## src/rtl/complement_accumulator_pkg.sv

```systemverilog
// Shared definitions for the complement accumulator: FSM encoding, default
// geometry and the signed saturation bounds derived from the accumulator width.
package complement_accumulator_pkg;

   typedef enum logic [1:0] {
      ST_IDLE  = 2'd0,
      ST_ACCUM = 2'd1,
      ST_DONE  = 2'd2
   } state_e;

   localparam int DATA_W_DEF  = 4;
   localparam int ACC_W_DEF   = 8;
   localparam int COUNT_N_DEF = 16;

   // Largest and smallest values representable in an acc_w-bit two's-complement word.
   function automatic int acc_max_of(input int acc_w);
      return (1 << (acc_w - 1)) - 1;
   endfunction

   function automatic int acc_min_of(input int acc_w);
      return -acc_max_of(acc_w) - 1;
   endfunction

   localparam int ACC_MAX = acc_max_of(ACC_W_DEF);
   localparam int ACC_MIN = acc_min_of(ACC_W_DEF);

endpackage : complement_accumulator_pkg

```

## src/rtl/complement_accumulator_sat_add.sv

```systemverilog
// Combinational signed add of a sign-extended DATA_W word into an ACC_W
// accumulator, clamped to the accumulator range with a saturation flag.
module complement_accumulator_sat_add
   import complement_accumulator_pkg::*;
#(
   parameter int DATA_W = DATA_W_DEF,
   parameter int ACC_W  = ACC_W_DEF
) (
   input  logic signed [ACC_W-1:0]  acc,
   input  logic signed [DATA_W-1:0] addend,
   output logic signed [ACC_W-1:0]  sum,
   output logic                     sat
);

   localparam logic signed [ACC_W-1:0] SAT_MAX = ACC_W'(acc_max_of(ACC_W));
   localparam logic signed [ACC_W-1:0] SAT_MIN = ACC_W'(acc_min_of(ACC_W));

   logic signed [ACC_W:0] wide;

   always_comb begin
      wide = {acc[ACC_W-1], acc} + {{(ACC_W + 1 - DATA_W){addend[DATA_W-1]}}, addend};
      // The ACC_W+1-bit sum leaves the ACC_W range exactly when its top two bits differ.
      sat  = wide[ACC_W] ^ wide[ACC_W-1];
      if (!sat) begin
         sum = wide[ACC_W-1:0];
      end else if (wide[ACC_W]) begin
         sum = SAT_MIN;
      end else begin
         sum = SAT_MAX;
      end
   end

endmodule : complement_accumulator_sat_add

```

## src/rtl/complement_accumulator.sv

```systemverilog
// Saturating signed accumulator over COUNT_N handshaked two's-complement words;
// holds the result with done high until re-armed by start or aborted by clear.
module complement_accumulator
   import complement_accumulator_pkg::*;
#(
   parameter int DATA_W  = DATA_W_DEF,
   parameter int ACC_W   = ACC_W_DEF,
   parameter int COUNT_N = COUNT_N_DEF
) (
   input  logic                             clk,
   input  logic                             rst_n,
   input  logic                             start,
   input  logic                             clear,
   input  logic                             in_valid,
   input  logic signed [DATA_W-1:0]         in_data,
   output logic                             in_ready,
   output logic signed [ACC_W-1:0]          acc_out,
   output logic [$clog2(COUNT_N+1)-1:0]     sample_cnt,
   output logic                             overflow,
   output logic                             done
);

   localparam int CNT_W = $clog2(COUNT_N + 1);
   localparam logic [CNT_W-1:0] LAST_CNT = CNT_W'(COUNT_N - 1);

   if (ACC_W < DATA_W) begin : g_bad_acc_w
      $error("complement_accumulator: ACC_W must be >= DATA_W");
   end
   if (COUNT_N < 1) begin : g_bad_count_n
      $error("complement_accumulator: COUNT_N must be >= 1");
   end

   state_e                   state_q, state_d;
   logic signed [ACC_W-1:0]  acc_q, acc_d;
   logic [CNT_W-1:0]         cnt_q, cnt_d;
   logic                     ovf_q, ovf_d;
   logic signed [ACC_W-1:0]  add_sum;
   logic                     add_sat;

   complement_accumulator_sat_add #(
      .DATA_W (DATA_W),
      .ACC_W  (ACC_W)
   ) u_sat_add (
      .acc    (acc_q),
      .addend (in_data),
      .sum    (add_sum),
      .sat    (add_sat)
   );

   // NOTE: every variable gets its hold value first so no path through the
   // case leaves one unassigned; that is what keeps this block latch-free.
   always_comb begin
      state_d = state_q;
      acc_d   = acc_q;
      cnt_d   = cnt_q;
      ovf_d   = ovf_q;

      if (clear) begin
         state_d = ST_IDLE;
         acc_d   = '0;
         cnt_d   = '0;
         ovf_d   = 1'b0;
      end else begin
         unique case (state_q)
            ST_IDLE, ST_DONE: begin
               if (start) begin
                  state_d = ST_ACCUM;
                  acc_d   = '0;
                  cnt_d   = '0;
                  ovf_d   = 1'b0;
               end
            end
            ST_ACCUM: begin
               // in_ready is implied by the state, so in_valid alone is the handshake here.
               if (in_valid) begin
                  acc_d = add_sum;
                  ovf_d = ovf_q | add_sat;
                  cnt_d = cnt_q + CNT_W'(1);
                  if (cnt_q == LAST_CNT) begin
                     state_d = ST_DONE;
                  end
               end
            end
            default: begin
               state_d = ST_IDLE;
            end
         endcase
      end
   end

   // NOTE: state registers use non-blocking assignments so every flop samples
   // the pre-edge values regardless of block evaluation order.
   always_ff @(posedge clk or negedge rst_n) begin
      if (!rst_n) begin
         state_q <= ST_IDLE;
         acc_q   <= '0;
         cnt_q   <= '0;
         ovf_q   <= 1'b0;
      end else begin
         state_q <= state_d;
         acc_q   <= acc_d;
         cnt_q   <= cnt_d;
         ovf_q   <= ovf_d;
      end
   end

   assign in_ready   = (state_q == ST_ACCUM);
   assign done       = (state_q == ST_DONE);
   assign acc_out    = acc_q;
   assign sample_cnt = cnt_q;
   assign overflow   = ovf_q;

endmodule : complement_accumulator

```

## config.mk

```make
export PLATFORM = sky130hd
export DESIGN_NAME = complement_accumulator
export DESIGN_NICKNAME = d
export VERILOG_FILES = /design/src/rtl/complement_accumulator_pkg.sv /design/src/rtl/complement_accumulator_sat_add.sv /design/src/rtl/complement_accumulator.sv
export SDC_FILE = /design/constraint.sdc
export NUM_CORES = 1
export LEC_CHECK = 0
export CAP_MARGIN = 40
export CORE_MARGIN = 2
export CORE_UTILIZATION = 50
export DETAILED_ROUTE_END_ITERATION = 8
export PLACE_DENSITY = 0.79
export SYNTH_ARGS = -nofsm -noshare
export SYNTH_HDL_FRONTEND = slang
export SYNTH_SLANG_ARGS = --single-unit
export TNS_END_PERCENT = 10
```

## constraint.sdc

```tcl
create_clock -name clk -period 2.5 [get_ports clk]
set_input_delay 0.5 -clock clk [delete_from_list [all_inputs] [get_ports clk]]
set_output_delay 0.5 -clock clk [all_outputs]
set_load 0.03 [all_outputs]
```

==> impl_metrics.py, run 1 <==
metrics = {
    "routing": {
        "via_count": 1096,
        "first_iter_violations": 20,
        "routedWlPerCell_microns": 15.0,
        "wirelength_microns": 2950,
        "drc_errors": 0,
        "viasPerCell": 5.59,
        "firstDrtPassIters": 4,
        "final_antenna_net_count": 0,
    },
    "grt": {
        "grt_max_degree": 17,
        "grtUsageMet1": 0.313,
        "overflow": 0,
        "track_usage": 0.244,
        "antenna_found_initial": 0,
        "grt_pass1_vias": 1100,
        "gr-usage-met3": 0.0171,
        "grt.busiest_layer": "met2",
        "grt_pass1_wl_microns": 4900,
        "use_met2": 0.429,
    },
    "sta": {
        "relSlewSlack": 0.519,
        "finalCritPeriodShare": 0.952,
        "fin_tns_setup_ps": 0,
        "maxSlewViolCount": 0,
        "setup_viol": 0,
        "fmax_mhz": 420,
        "min_period_ps": 2380,
        "holdWs_ps": 513,
        "worst_pin_slew_ps": 719,
        "skew_ps": 6.39,
        "hold_viol_final": 0,
    },
    "place": {
        "port_buffers": 24,
        "dp_hpwl_microns": 2240,
        "gp_congestion": 0.819,
    },
    "synthesis": {
        "synthesis.area_sq_um": 1170,
        "synth-xor-area-share": 0.0810,
        "yosys.area.top_type": "dfrtp_1",
        "synthCells": 126,
        "muxShareOfSynthArea": 0,
        "ys_ff_latch": 16,
        "synth_fp_nets": 146,
        "ys_warn_count": 0,
        "synth_top_family_by_area": "compound AO/OA/AOI/OAI gates",
        "netlist-cell-type-count": 37,
        "synthTopCellsByArea": "dfrtp_1, ha_1, a21oi_1",
        "synth-simple-area-share": 0.173,
        "synth_adder_area_share": 0.124,
        "yosysSeqAreaShare": 0.341,
        "syn_avg_cell_area_sq_um": 9.31,
        "synth_compound_area_frac": 0.252,
        "synth.top_cell.area_share": 0.341,
    },
    "critical_path": {
        "crit_chain": "clkdlybuf4s50_1, ha_1, fa_2, a21o_1, a21oi_1, nand2b_1, a22oi_2, buf_4, a211oi_1",
        "critPathArrivalTime_ps": 2570,
        "cpLargestDelayFamily": "compound AO/OA/AOI/OAI gates",
        "cp-start-kind": "primary input",
        "critical_path.max_stage_delay_ps": 400,
        "worst-path-buf-inv": 2,
        "cp-end-kind": "flop",
        "crit_type": "in -> reg",
        "required_ps": 2690,
        "cp_slowest_cell": "clkdlybuf4s50_1",
        "cp_max_fo": 6,
    },
    "final_layout": {
        "register_area_sq_um": 400,
        "num-fill-cells": 176,
        "layout_common_cells": "clkdlybuf4s50_1, buf_4, dfrtp_1",
        "postLayoutCoreUtil": 0.732,
        "nets": 190,
        "multi_input_area_sq_um": 769,
        "antennaDiodeCount": 0,
        "drive_gt1_frac": 0.202,
        "syn2layout_area_growth_pct": 38.1,
        "layout_commonest_cell": "clkdlybuf4s50_1",
    },
    "worst_hold_path": {
        "min_path_type": "reg -> reg",
    },
    "cts": {
        "clkLatencyLatePin_ps": 290,
        "cts_tree": "done",
        "cts.sinks": 16,
        "hold_buffers": 0,
        "cts-buffers-inserted": 3,
        "clkTransAtPathRegs_ps": 90,
        "ctsLongestPathBuffers": 2,
        "h-tree-depth": 1,
        "cts_root_buf": "clkbuf_4",
    },
    "die": {
        "die_x_microns": 52.5,
        "die_area_sq_um": 2750,
        "die_h_microns": 52.5,
        "num_io_pins": 25,
        "initial_core_util": 0.531,
        "coreArea_sq_um": 2210,
        "rows": 17,
    },
    "pwr": {
        "p_per_area_nw_per_um2": 407,
        "peakVddDrop_uv": 416,
        "p_leak_nw": 0.743,
    },
    "status": {
        "status": "completed",
    },
    "run": {
        "cap_violations": 0,
    },
}
## layer usage
metal  routed length (microns)  vias up
met3                        60        5
met1                      1380      523
li1                          -      544
met5                         0        -
met4                        39        0
met2                      1470       24
## area by class of cell
class	instances	share of cell area
flip-flops and latches	16	0.247
repair buffers	42	0.233
multi-input cells	103	0.475
clock buffers	3	0.0139
inverters	4	0.00927
well taps	28	0.0216
## through the flow
step,instance area (sq um),std cells,power (mW),setup slack [ps]
finish,1620,196,0.660,119
floorplan,1170,126,0.420,302
CTS,1570,193,0.643,69.9
global placement,1540,190,0.501,-149
global route,1620,196,0.696,-5.73
detailed placement,1540,190,0.509,-304
## synth_stat cells
| master | count |
|---|---|
| a21o_1 | 4 |
| buf_6 | 1 |
| or2_2 | 1 |
| a32oi_1 | 2 |
| a21oi_2 | 1 |
| and3_2 | 1 |
| a2111oi_2 | 2 |
| nor4_2 | 1 |
| nor3_1 | 3 |
| ha_1 | 10 |
| a31oi_4 | 1 |
| o21ai_0 | 7 |
| o21ai_4 | 1 |
| nand2_1 | 13 |
| nand3b_1 | 1 |
| a211oi_1 | 3 |
| nor2b_1 | 2 |
| xnor2_1 | 6 |
| o21a_1 | 1 |
| clkbuf_1 | 1 |
| and3_1 | 1 |
| nor2_1 | 14 |
| a22oi_2 | 1 |
| a2111oi_0 | 1 |
| dfrtp_1 | 16 |
| nand2b_1 | 1 |
| xor2_1 | 3 |
| o211ai_1 | 3 |
| nand4_1 | 1 |
| inv_1 | 4 |
| xnor2_2 | 1 |
| a21oi_1 | 11 |
| buf_2 | 1 |
| fa_1 | 1 |
| nand3_1 | 3 |
| and2_1 | 1 |
| o21bai_1 | 1 |
## registers in the layout, summed over array words and instances (netlist names)
register	cells
acc_out	8
state_q	2
sample_cnt	5
overflow	1
## worst register-to-register path, stage by stage, from the launching register on
cell,delay (ps)
dfrtp_1,410
ha_1,220
fa_2,350
a21o_1,190
a21oi_1,190
nand2b_1,160
a22oi_2,110
buf_4,190
a211oi_1,260
## logic make-up after synthesis
family | Yosys count
AOI/OAI and AO/OA | 39
xor gates and xnor gates | 10
adders and majority gates | 11
buffers and inverters | 7
DFF | 16
and+or+nand+nor | 43
## path summary, 6_finish.rpt
kind / start / end / slack, ps / depth (start not counted)
max in group asynchronous: rst_n / sample_cnt[3] / 1410 / 1
min in group asynchronous: rst_n / sample_cnt[4] / 640 / 1
max reg2reg: acc_out[0] / acc_out[7] / 340 / 8
min reg2reg: overflow / overflow / 510 / 2
max: in_data[0] / acc_out[7] / 120 / 9
min: overflow / overflow / 510 / 2
## repair_timing
item                       4_1_cts  5_1_grt
setup endpoints to repair        2        5
pin swaps                        0        2
hold endpoints to repair         0        0
gates resized for setup          1        6
gates cloned                     0        0
buffers inserted                 0        3
## power by group
| part | leakage [nW] | internal [mW] | switching (mW) |
|---|---|---|---|
| clock network | 0.0138 | 0.0560 | 0.0783 |
| registers | 0.220 | 0.268 | 0.00927 |
| logic | 0.509 | 0.113 | 0.134 |
Power figures use the tool's default switching activity.
==> run 2, diff against run 1 <==
--- a/config.mk
+++ b/config.mk
@@ -9,8 +9,11 @@
 export CORE_MARGIN = 2
 export CORE_UTILIZATION = 50
 export DETAILED_ROUTE_END_ITERATION = 8
+export GPL_ROUTABILITY_DRIVEN = 0
 export PLACE_DENSITY = 0.79
+export SKIP_LAST_GASP = 1
 export SYNTH_ARGS = -nofsm -noshare
 export SYNTH_HDL_FRONTEND = slang
+export SYNTH_HIERARCHICAL = 1
 export SYNTH_SLANG_ARGS = --single-unit
 export TNS_END_PERCENT = 10
==> run 2 against run 1 <==
  * Fmax about the same
  * Total power up 2.3%
  * Register-to-register slack worse by 20 ps
  * Clock-buffer cell count up 1
  * Largest power group unchanged
  * Synthesized cell count down 10%
  * Non-clock buffer count down 8
  * Flip-flop and latch count unchanged
  * Hold slack better by 2.8 ps
  * Final cell count down 11%
  * Utilization down 3.2 points
==> impl_metrics.py, run 2 <==
metrics = {
    "status": {
        "status": "completed",
    },
    "final_layout": {
        "nets": 168,
        "layout_common_cells": "clkdlybuf4s50_1, dfrtp_1, a21oi_1, buf_4, a22o_1",
        "layout_commonest_cell": "clkdlybuf4s50_1",
        "largest_reg_flops": 8,
        "num-fill-cells": 185,
        "antennaDiodeCount": 0,
        "drive_gt1_frac": 0.197,
        "final_area_sq_um": 1560,
        "syn2layout_area_growth_pct": 32.3,
    },
    "synthesis": {
        "synthCells": 113,
        "synthTopCellsByArea": "dfrtp_1, ha_1, a22o_1",
        "synth_adder_area_share": 0.123,
        "async_flop_share": 1.00,
        "synthesis.area_sq_um": 1180,
        "synth_compound_area_frac": 0.270,
        "muxShareOfSynthArea": 0.00952,
        "yosysMostFrequentCell": "dfrtp_1",
        "synth_edf_count": 0,
        "synth_fp_nets": 133,
        "ys_ff_latch": 16,
        "syn_avg_cell_area_sq_um": 10.5,
        "synth-xor-area-share": 0.0370,
        "synthFlopType": "dfrtp_1",
        "synthTopCellsByCount": "dfrtp_1, a21oi_1, ha_1, a22o_1",
        "ys_warn_count": 6,
        "synth_top_family_by_area": "compound AO/OA/AOI/OAI gates",
        "synth.top_cell.area_share": 0.339,
        "yosys.area.top_type": "dfrtp_1",
        "netlist-cell-type-count": 41,
        "yosysSeqAreaShare": 0.339,
        "synth-simple-area-share": 0.170,
    },
    "place": {
        "dpl-instance-area_sq_um": 1490,
        "dp_hpwl_microns": 2080,
        "port_buffers": 24,
        "dp_slack_ps": -327,
    },
    "die": {
        "num_io_pins": 25,
        "die_h_microns": 52.6,
        "initial_core_util": 0.529,
        "die_x_microns": 52.6,
        "die_area_sq_um": 2770,
        "coreArea_sq_um": 2230,
        "rows": 17,
    },
    "routing": {
        "drc_errors": 0,
        "firstDrtPassIters": 4,
        "via_count": 999,
        "first_iter_violations": 11,
        "final_antenna_net_count": 0,
        "viasPerCell": 5.71,
        "routedWlPerCell_microns": 14.9,
        "wirelength_microns": 2620,
    },
    "cts": {
        "hold_buffers": 0,
        "cts_root_buf": "clkbuf_4",
        "clkLatencyLatePin_ps": 280,
        "post_cts_buffers": 0,
        "ctsLongestPathBuffers": 2,
        "clkTransAtPathRegs_ps": 100,
        "cts-buffers-inserted": 3,
        "cts.sinks": 16,
        "cts_tree": "done",
        "h-tree-depth": 1,
    },
    "worst_hold_path": {
        "whs_endpoint": "sample_cnt[4]",
        "min_path_cells": 1,
        "worstHoldStart": "sample_cnt[4]",
        "min_path_type": "reg -> reg",
    },
    "sta": {
        "relSlewSlack": 0.522,
        "fin_tns_setup_ps": 0,
        "fmax_mhz": 420,
        "hold_viol_final": 0,
        "layout_setup_ws_ps": 118,
        "skew_ps": 5.52,
        "worst_pin_slew_ps": 714,
        "finalCritPeriodShare": 0.953,
        "rsz0062_at_grt": "false",
        "min_period_ps": 2380,
        "setup_viol": 0,
        "maxSlewViolCount": 0,
    },
    "critical_path": {
        "cp_max_fo": 8,
        "timing.rr.end": "acc_out[3]",
        "cp-end-kind": "flop",
        "required_ps": 2670,
        "critPathArrivalTime_ps": 2550,
        "crit_type": "in -> reg",
        "cp-start-kind": "primary input",
        "timing.rr.start": "acc_out[0]",
        "ff2ff_path_depth": 9,
        "reg2reg_setup_slack_ps": 320,
    },
    "grt": {
        "antenna_found_initial": 0,
        "grt_pass1_vias": 1014,
        "grt_pass1_wl_microns": 4550,
        "track_usage": 0.223,
        "grt_max_degree": 17,
        "overflow": 0,
    },
    "pwr": {
        "p_leak_nw": 0.716,
        "p_per_area_nw_per_um2": 431,
        "peakVddDrop_uv": 220,
    },
    "run": {
        "cap_violations": 0,
    },
}
-- run 2: cell count changes after synthesis, moves of 4 or more --
cell     before  now
a22o_1        0    9
nor2_1       14    5
nand2_1      13    6
o21ai_0       7    3
o21ai_1       0    4
-- run 2: cells by family after synthesis --
family | after synthesis
buffers and inverters | 10
DFF | 16
adders and majority gates | 11
and+or+nand+nor | 30
muxes | 1
xor gates and xnor gates | 5
AOI/OAI and AO/OA | 40
-- run 2: where the power goes --
| group | internal [mW] | switching (mW) | leakage [nW] | total [mW] |
|---|---|---|---|---|
| Combinational | 0.106 | 0.123 | 0.475 | 0.229 |
| Clock | 0.0884 | 0.0779 | 0.0210 | 0.166 |
| Sequential | 0.268 | 0.0113 | 0.220 | 0.279 |
-- run 2: area by class of cell --
class,count,area [sq um],share of cell area
Multi-Input combinational cell,87,756,0.483
Sequential cell,16,400,0.256
Timing Repair Buffer,34,314,0.201
Clock buffer,4,36.3,0.0232
Tap cell,28,35.0,0.0224
Inverter,6,22.5,0.0144
-- run 2: how the worst max path moves through the flow --
stage / start / end / slack (ps)
final: in_data[0] / acc_out[3] / 120
after global routing: in_data[0] / acc_out[0] / 2
after CTS: in_data[0] / acc_out[3] / 20
after detailed placement: in_data[3] / acc_out[3] / -330
after global placement: in_data[0] / acc_out[2] / -210
after floorplan: acc_out[0] / acc_out[2] / 180
-- run 2: worst max-delay path, cell delays in order --
cell	delay, ps
clkdlybuf4s50_1	420
ha_2	200
fa_2	350
nand3_2	100
a21o_1	140
a41oi_2	160
buf_4	200
o21ai_2	120
nand3_1	130
a22o_1	230
-- run 2: routing by layer --
layer / track usage / part of all wire
met5: 0 / 0
met4: 0.0684 / 0.010
met2: 0.402 / 0.53
met3: 0.0200 / 0.033
met1: 0.279 / 0.43
-- run 2: repair_timing --
item	in CTS	in global routing
resized for setup	3	3
setup endpoints to repair	1	8
pin swaps	1	3
gates cloned	0	0
-- run 2: per-stage QoR --
| step | total power, mW | hold slack (ps) | utilization | instances |
|---|---|---|---|---|
| 6_report | 0.675 | 516 | 0.700 | 175 |
| 5_1_grt | 0.714 | 536 | 0.700 | 175 |
| 4_1_cts | 0.678 | 521 | 0.696 | 175 |
| 3_5_place_dp | 0.506 | 496 | 0.669 | 171 |
| 3_3_place_gp | 0.499 | 495 | 0.669 | 171 |
| 2_1_floorplan | 0.429 | 204 | - | 113 |
==> run 3, diff against run 2 <==
--- a/config.mk
+++ b/config.mk
@@ -11,7 +11,6 @@
 export DETAILED_ROUTE_END_ITERATION = 8
 export GPL_ROUTABILITY_DRIVEN = 0
 export PLACE_DENSITY = 0.79
-export SKIP_LAST_GASP = 1
 export SYNTH_ARGS = -nofsm -noshare
 export SYNTH_HDL_FRONTEND = slang
 export SYNTH_HIERARCHICAL = 1
==> results of run 3 <==
No change in the layout: final DEF, timing and power equal those of run 2.
